[src/rtl/timer_display_driver.sv]
`default_nettype none
// ============================================================================
// Module      : timer_display_driver
// Description : Converts timer MSB/LSB binary values to BCD and scans them
//               onto a common-anode 4-digit seven-segment display (MM.SS).
//               Optional macro LEADING_ZERO_BLANK_EN blanks a zero minutes-tens.
// Revision    : 1.0 - initial release
// ============================================================================
module timer_display_driver #(
    parameter int SCAN_DIV = 50000
) (
    input  logic        clk,
    input  logic        rst_n,
    input  logic [7:0]  msb_bin,
    input  logic [7:0]  lsb_bin,
    input  logic        blank,
    output logic [6:0]  seg_n,
    output logic        dp_n,
    output logic [3:0]  an_n,
    output logic [15:0] bcd_out,
    output logic        busy,
    output logic        overrange
);

    localparam int                c_cnt_w     = (SCAN_DIV > 2) ? $clog2(SCAN_DIV) : 1;
    localparam logic [c_cnt_w-1:0] c_scan_last = c_cnt_w'(SCAN_DIV - 1);

    typedef enum logic [1:0] {
        ST_IDLE   = 2'd0,
        ST_SHIFT  = 2'd1,
        ST_COMMIT = 2'd2
    } state_t;

    // One double-dabble iteration on {hundreds, tens, ones, binary}.
    function automatic logic [19:0] dd_step(input logic [19:0] v);
        logic [19:0] a;
        a = v;
        if (a[19:16] >= 4'd5) a[19:16] = a[19:16] + 4'd3;
        if (a[15:12] >= 4'd5) a[15:12] = a[15:12] + 4'd3;
        if (a[11:8]  >= 4'd5) a[11:8]  = a[11:8]  + 4'd3;
        return {a[18:0], 1'b0};
    endfunction

    function automatic logic [6:0] seg_decode(input logic [3:0] d);
        logic [6:0] s;
        case (d)
            4'd0:    s = 7'b1000000;
            4'd1:    s = 7'b1111001;
            4'd2:    s = 7'b0100100;
            4'd3:    s = 7'b0110000;
            4'd4:    s = 7'b0011001;
            4'd5:    s = 7'b0010010;
            4'd6:    s = 7'b0000010;
            4'd7:    s = 7'b1111000;
            4'd8:    s = 7'b0000000;
            4'd9:    s = 7'b0010000;
            default: s = 7'b1111111;
        endcase
        return s;
    endfunction

    state_t             r_state;
    state_t             w_state_next;
    logic [15:0]        r_snap;
    logic               r_snap_valid;
    logic [19:0]        r_dd_msb;
    logic [19:0]        r_dd_lsb;
    logic [2:0]         r_shift_cnt;
    logic [c_cnt_w-1:0] r_scan_cnt;
    logic [1:0]         r_idx;

    logic               w_changed;
    logic               w_capture;
    logic               w_shift;
    logic               w_commit;
    logic               w_msb_over;
    logic               w_lsb_over;
    logic [7:0]         w_msb_digits;
    logic [7:0]         w_lsb_digits;
    logic               w_scan_wrap;
    logic [1:0]         w_idx_next;
    logic [3:0]         w_digit;
    logic               w_lz_blank;
    logic [6:0]         w_seg_n;
    logic [3:0]         w_an_n;
    logic               w_dp_n;

    assign w_changed = !r_snap_valid || ({msb_bin, lsb_bin} != r_snap);

    always_ff @(posedge clk) begin
        if (!rst_n) r_state <= ST_IDLE;
        else        r_state <= w_state_next;
    end

    always_comb begin
        w_state_next = r_state;
        w_capture    = 1'b0;
        w_shift      = 1'b0;
        w_commit     = 1'b0;
        case (r_state)
            ST_IDLE: begin
                if (w_changed) begin
                    w_capture    = 1'b1;
                    w_state_next = ST_SHIFT;
                end
            end
            ST_SHIFT: begin
                w_shift = 1'b1;
                if (r_shift_cnt == 3'd7) w_state_next = ST_COMMIT;
            end
            ST_COMMIT: begin
                w_commit     = 1'b1;
                w_state_next = ST_IDLE;
            end
            default: w_state_next = ST_IDLE;
        endcase
    end

    // A value above 99 leaves a non-zero hundreds nibble; it saturates to 99.
    assign w_msb_over   = (r_dd_msb[19:16] != 4'd0);
    assign w_lsb_over   = (r_dd_lsb[19:16] != 4'd0);
    assign w_msb_digits = w_msb_over ? 8'h99 : r_dd_msb[15:8];
    assign w_lsb_digits = w_lsb_over ? 8'h99 : r_dd_lsb[15:8];

    always_ff @(posedge clk) begin
        if (!rst_n) begin
            r_snap       <= 16'h0000;
            r_snap_valid <= 1'b0;
            r_dd_msb     <= 20'h00000;
            r_dd_lsb     <= 20'h00000;
            r_shift_cnt  <= 3'd0;
            bcd_out      <= 16'h0000;
            busy         <= 1'b0;
            overrange    <= 1'b0;
        end else begin
            if (w_capture) begin
                r_snap      <= {msb_bin, lsb_bin};
                r_dd_msb    <= {12'h000, msb_bin};
                r_dd_lsb    <= {12'h000, lsb_bin};
                r_shift_cnt <= 3'd0;
                busy        <= 1'b1;
            end
            if (w_shift) begin
                r_dd_msb    <= dd_step(r_dd_msb);
                r_dd_lsb    <= dd_step(r_dd_lsb);
                r_shift_cnt <= r_shift_cnt + 3'd1;
            end
            if (w_commit) begin
                bcd_out      <= {w_msb_digits, w_lsb_digits};
                overrange    <= w_msb_over | w_lsb_over;
                r_snap_valid <= 1'b1;
                busy         <= 1'b0;
            end
        end
    end

    assign w_scan_wrap = (r_scan_cnt == c_scan_last);
    assign w_idx_next  = w_scan_wrap ? r_idx + 2'd1 : r_idx;

    always_ff @(posedge clk) begin
        if (!rst_n) begin
            r_scan_cnt <= '0;
            r_idx      <= 2'd0;
        end else begin
            r_scan_cnt <= w_scan_wrap ? '0 : r_scan_cnt + c_cnt_w'(1);
            r_idx      <= w_idx_next;
        end
    end

`ifdef LEADING_ZERO_BLANK_EN
    assign w_lz_blank = (w_idx_next == 2'd3) && (bcd_out[15:12] == 4'd0);
`else
    assign w_lz_blank = 1'b0;
`endif

    // Outputs are computed from the upcoming index so the digit changes on the
    // same edge the index advances.
    always_comb begin
        w_digit = 4'd0;
        w_seg_n = 7'h7F;
        w_an_n  = 4'hF;
        w_dp_n  = 1'b1;
        case (w_idx_next)
            2'd0:    w_digit = bcd_out[3:0];
            2'd1:    w_digit = bcd_out[7:4];
            2'd2:    w_digit = bcd_out[11:8];
            default: w_digit = bcd_out[15:12];
        endcase
        if (!blank && !w_lz_blank) begin
            w_seg_n = seg_decode(w_digit);
            w_an_n  = ~(4'b0001 << w_idx_next);
        end
        if (!blank && (w_idx_next == 2'd2)) w_dp_n = 1'b0;
    end

    always_ff @(posedge clk) begin
        if (!rst_n) begin
            seg_n <= 7'h7F;
            dp_n  <= 1'b1;
            an_n  <= 4'hF;
        end else begin
            seg_n <= w_seg_n;
            dp_n  <= w_dp_n;
            an_n  <= w_an_n;
        end
    end

endmodule
`default_nettype wire

[config.mk]
export PLATFORM = sky130hd
export DESIGN_NAME = timer_display_driver
export DESIGN_NICKNAME = d
export VERILOG_FILES = /design/src/rtl/timer_display_driver.sv
export SDC_FILE = /design/constraint.sdc
export NUM_CORES = 1
export LEC_CHECK = 0
export BUFFER_PORTS_ARGS = -buffer_cell sky130_fd_sc_hd__buf_2
export CAP_MARGIN = 20
export CORE_MARGIN = 2
export CORE_UTILIZATION = 55
export DETAILED_ROUTE_END_ITERATION = 10
export PLACE_DENSITY = 0.86
export SETUP_SLACK_MARGIN = 0.4
export SLEW_MARGIN = 20
export SYNTH_ARGS = -nofsm -noshare
export SYNTH_HDL_FRONTEND = slang
export SYNTH_SLANG_ARGS = --single-unit
[constraint.sdc]
create_clock -name clk -period 3.4 [get_ports clk]
set_input_delay 0.34 -clock clk [delete_from_list [all_inputs] [get_ports clk]]
set_output_delay 0.34 -clock clk [all_outputs]
set_load 0.005 [all_outputs]
== Word-level counts from Yosys, hierarchy flattened ==
Memories as Yosys holds them, arrays and structs flattened. A register that Yosys moved wholly into a read port is not among the register bits.
Cells that the tools add are included.

* Register bits after elaboration: 103
* Memory bits (read-only): 112
* Bits of input ports: 19
* Word-level logic and storage cells: 82
* Memories: 1

* Equal/unequal tests: 9
* Add/sub/neg operators: 9
* Shift operators: 1
* Magnitude comparators: 6
* Reduce and logical (&&, ||, !) cells: 14
* Muxes and demuxes: 24
* Bitwise operators: 3

{| class="wikitable"
|+ Memories
! memory !! words !! width !! rd ports !! clocked after Yosys merged registers in !! wr ports !! line !! text
|-
| (no name shown) || 16 || 7 || 1 || 1 || 0 || 46 || <nowiki>case (d)</nowiki>
|}

{| class="wikitable"
|+ Operators with widths
! kind !! number
|-
| $mux 20 || 4
|-
| $ge 4x3->1 const B || 6
|-
| $add 16x1->16 const B || 1
|-
| $add 4x2->4 const B || 4
|-
| $eq 16x16->1 const B || 1
|-
| $mux 4 || 4
|-
| $mux 8 || 2
|-
| $ne 16x16->1 || 1
|-
| $mux 3 || 4
|-
| $pmux 4 s3 || 1
|-
| $reduce_bool 4->1 || 2
|-
| $reduce_or 2->1 || 4
|-
| $add 3x2->3 const B || 2
|-
| $mux 2 || 3
|-
| $mux 1 || 5
|-
| $eq 2x1->1 const B || 2
|-
| $eq 2x2->1 const B || 2
|-
| $logic_not 2->1 || 2
|-
| $ne 2x2->1 const B || 2
|-
| $not 4->4 || 1
|-
| $pmux 2 s2 || 1
|-
| $shl 1x2->4 const A || 1
|-
| $add 3x1->3 const B || 1
|-
| $eq 3x3->1 const B || 1
|-
| other kinds (8) || 9
|}

== Logic depth before layout (Yosys ltp) ==
* Word-level depth: 6
* Depth in mapped cells: 11

== Worst setup path before layout ==
Ideal clock, no wire load.

* Path kind: register -> register
* Start point: register r_scan_cnt[7]
* End point: register seg_n[0]
* Arrival: 2570 ps
* Slack: 706 ps
* Buffers on the path: 0
* Cell stages (with the launch flop): 8
* Path through: dfxtp_1 -> or4_4 -> nor4_4 -> mux2i_1 -> a222oi_1 -> a21oi_1 -> a311oi_2 -> nand2_1

* Longest elaborated chain between the ends: 4

{| class="wikitable"
|+ Ends and longest elaborated chain
! what !! line !! text
|-
| start, declared || 69 || <nowiki>logic [c_cnt_w-1:0] r_scan_cnt;</nowiki>
|-
| start signal, assigned || 165 || <nowiki>r_scan_cnt <= w_scan_wrap ? '0 : r_scan_cnt + c_cnt_w'(1);</nowiki>
|-
| $eq 16x16->1 (*) || 157 || <nowiki>assign w_scan_wrap = (r_scan_cnt == c_scan_last);</nowiki>
|-
| $mux 2 (*) || 158 || <nowiki>assign w_idx_next = w_scan_wrap ? r_idx + 2'd1 : r_idx;</nowiki>
|-
| $eq 2x2->1 (tied with other cells) || 183 || <nowiki>case (w_idx_next)</nowiki>
|-
| $pmux 4 s3 (*) || 183 ||
|-
| end, declared || 17 || <nowiki>output logic [6:0] seg_n,</nowiki>
|}

Every way passes the cells marked *; elsewhere a longest branch is shown, timed or not.
A chain may end at the register's enable or synchronous reset.

== Worst setup path after layout ==
* Start point: register r_scan_cnt[0]
* End point: register seg_n[5]

Same word-level chain as after synthesis.

==> impl_metrics.py <==
metrics = {
    "setup_path": {
        "cp.arrival_ps": 2980,
        "end_kind": "register",
        "start_kind": "register",
        "worstSetupPathType": "register to register",
        "cp.required_ps": 3630,
        "critPathMaxFanout": 6,
    },
    "global_routing": {
        "grt_pass1_vias": 4232,
        "grt_pass1_wl_mm": 18.5,
        "grt_max_degree": 49,
        "grtUsageTotal_pct": 22.6,
        "grt_overflow": 0,
        "grt_antenna_before_repair": 0,
    },
    "pwr": {
        "powerDensity_nw_per_um2": 419,
        "p_leak_nw": 2.16,
        "peakVddDrop_mv": 0.224,
    },
    "floorplanning": {
        "die_area_sq_um": 10000,
        "ioPinCount": 49,
        "row_count": 35,
        "core_area_sq_um": 9110,
        "die_x_microns": 100,
        "die_h_microns": 100,
        "start_util_pct": 55.7,
    },
    "placed_design": {
        "place_congestion": 0.913,
        "dp_hpwl_mm": 7.47,
        "placed_area_sq_um": 5390,
        "io_buffers": 48,
        "dp_cells": 734,
    },
    "sta": {
        "tns_ps": 0,
        "slew_headroom_pct": 30.0,
        "finalMaxSlewViolations": 0,
        "min_period_ps": 2750,
        "setup_viol_count_final": 0,
        "fin_crit_sh_pct": 80.9,
        "max_freq_mhz": 363,
        "clock_skew_ps": 17.0,
        "worst_pin_slew_ps": 1050,
        "rsz0062_at_grt": "false",
        "finalHoldViolCount": 0,
    },
    "clocking": {
        "holdBufCountCts": 0,
        "clockBufferDepth": 2,
        "htreeDepth": 3,
        "path_clk_slew_ps": 110,
        "root_buffer": "clkbuf_8",
        "cts_tree": "yes",
        "clock_sinks": 110,
        "clock_latency_ps": 380,
        "cts_buffers": 9,
    },
    "yosys": {
        "synth_most_common_cell": "dfxtp_1",
        "postSynthAreaPerCell_sq_um": 8.49,
        "synth_area_sq_um": 5070,
        "ys_ff_latch": 110,
        "async_flop_share_pct": 0,
        "syn_nets": 636,
        "ys_warn_count": 0,
        "syn_inst": 597,
        "synth_edf_count": 0,
        "synthTopCellsByArea": "dfxtp_1 43%, nand2_1 6.6%, ha_1 4.9%",
        "synth_flop_cell": "dfxtp_1",
        "yosysTopAreaCell": "dfxtp_1",
        "synth_common_cells": "110 x dfxtp_1, 89 x nand2_1, 47 x a21oi_1",
        "ys_types": 51,
        "ys_seq_area_share_pct": 43.4,
        "yosysTopAreaCellShare_pct": 43.4,
    },
    "hold_path": {
        "hold_path.class": "primary input to register",
    },
    "routing": {
        "drt_iter0_markers": 267,
        "wirelength_mm": 10.8,
        "drtPass1Iterations": 5,
        "ant_nets": 0,
        "viasPerCell": 5.77,
        "routedWlPerCell_microns": 14.3,
        "drc_errors": 0,
        "vias": 4332,
    },
    "layout": {
        "num_antenna_cells": 0,
        "drive_above_1_share_pct": 14.4,
        "fin_nets": 674,
        "final_area_sq_um": 5620,
        "post-route-util_pct": 61.7,
        "num-fill-cells": 781,
        "syn2layout_area_growth_pct": 10.9,
        "finalNonFillerCells": 751,
    },
    "status": {
        "status": "complete, no violations",
    },
    "flow_run": {
        "drv_cap": 0,
    },
}
cell usage in the layout (no fill, tap or decap), types with 9 or more instances in the layout:
| cell | Yosys | final |
|---|---|---|
| nor2_1 | 38 | 38 |
| buf_2 | 0 | 48 |
| inv_1 | 20 | 20 |
| dfxtp_1 | 110 | 110 |
| nand2b_1 | 9 | 9 |
| xnor2_1 | 23 | 23 |
| nand3_1 | 31 | 31 |
| nor3_1 | 15 | 15 |
| a21oi_1 | 47 | 47 |
| a22oi_1 | 18 | 18 |
| buf_4 | 0 | 11 |
| nand2_1 | 89 | 89 |
| xor2_1 | 19 | 19 |
| ha_1 | 20 | 20 |
| a21boi_0 | 24 | 24 |
| o21ai_0 | 26 | 26 |
| clkbuf_8 | 2 | 11 |
critical path: stages (launching register included):
cell,delay (ps)
dfxtp_1,360
ha_1,240
nand3_1,190
nor4_4,320
buf_4,210
xnor2_1,150
o2111ai_1,330
nand2_1,190
ha_1,240
nor3_1,250
o21ai_0,130
what timing repair did:
action / CTS / global route
buffers inserted: 0 / 1
setup endpoints to repair: 0 / 6
gates resized for setup: 0 / 1
state kept, by name, summed over array words and instances (netlist names):
name and flops:
dp_n 1, r_state 2, r_scan_cnt 16, r_shift_cnt 3
r_idx 2, bcd_out 16, r_snap 16, an_n 4
r_snap_valid 1, busy 1, r_dd_lsb 20, seg_n 7
overrange 1, r_dd_msb 20
cells by family after synthesis:
family / synth area share [%]
fa+ha+maj: 4.94
compound gates: 18.2
flops: 43.4
simple gates: 21.1
xor+xnor: 7.26
buf+inv: 4.32
mux: 0.790
path summary, 6_finish.rpt:
kind,start,cells after the start,slack [ps],to
worst max-delay path,r_scan_cnt[0],10,650,seg_n[5]
worst min-delay path,msb_bin[1],3,220,r_snap[9]
worst max register to register,r_scan_cnt[0],10,650,seg_n[5]
worst min register to register,r_scan_cnt[0],1,460,r_scan_cnt[0]
per-layer routing:
| layer | part of all wire [%] | track usage, % | routed length, microns | vias to the layer above |
|---|---|---|---|---|
| li1 | - | - | - | 2134 |
| met1 | 44 | 26.8 | 4690 | 2039 |
| met2 | 49 | 39.4 | 5250 | 138 |
| met3 | 6.1 | 6.27 | 655 | 21 |
| met4 | 1.6 | 8.22 | 170 | 0 |
| met5 | 0 | 0 | 0 | - |
per-stage QoR:
stage                     setup WS [ps]  total power [mW]  hold slack, ps
final                               648              2.36             217
after global routing                468              2.45             204
after CTS                           557              2.38             196
after detailed placement            599              1.56             444
after global placement              687              1.55             428
after floorplan                     706              1.50             418
power breakdown:
part	internal [mW]	leakage, nW	switching, mW
clock network	0.387	0.110	0.440
registers	1.33	0.897	0.0223
logic	0.0706	1.15	0.110
total	1.78	2.16	0.573
area by class of cell:
class                   instances  area, sq um  share of cell area, %
multi-input cells             434         2670                   47.4
flip-flops and latches        110         2200                   39.2
repair buffers                 59          323                   5.74
clock buffers                  11          151                   2.69
well taps                     111          139                   2.47
inverters                      21         78.8                   1.40
clock inverters                 5         65.1                   1.16
No activity file was read; power rests on OpenSTA's default activity.
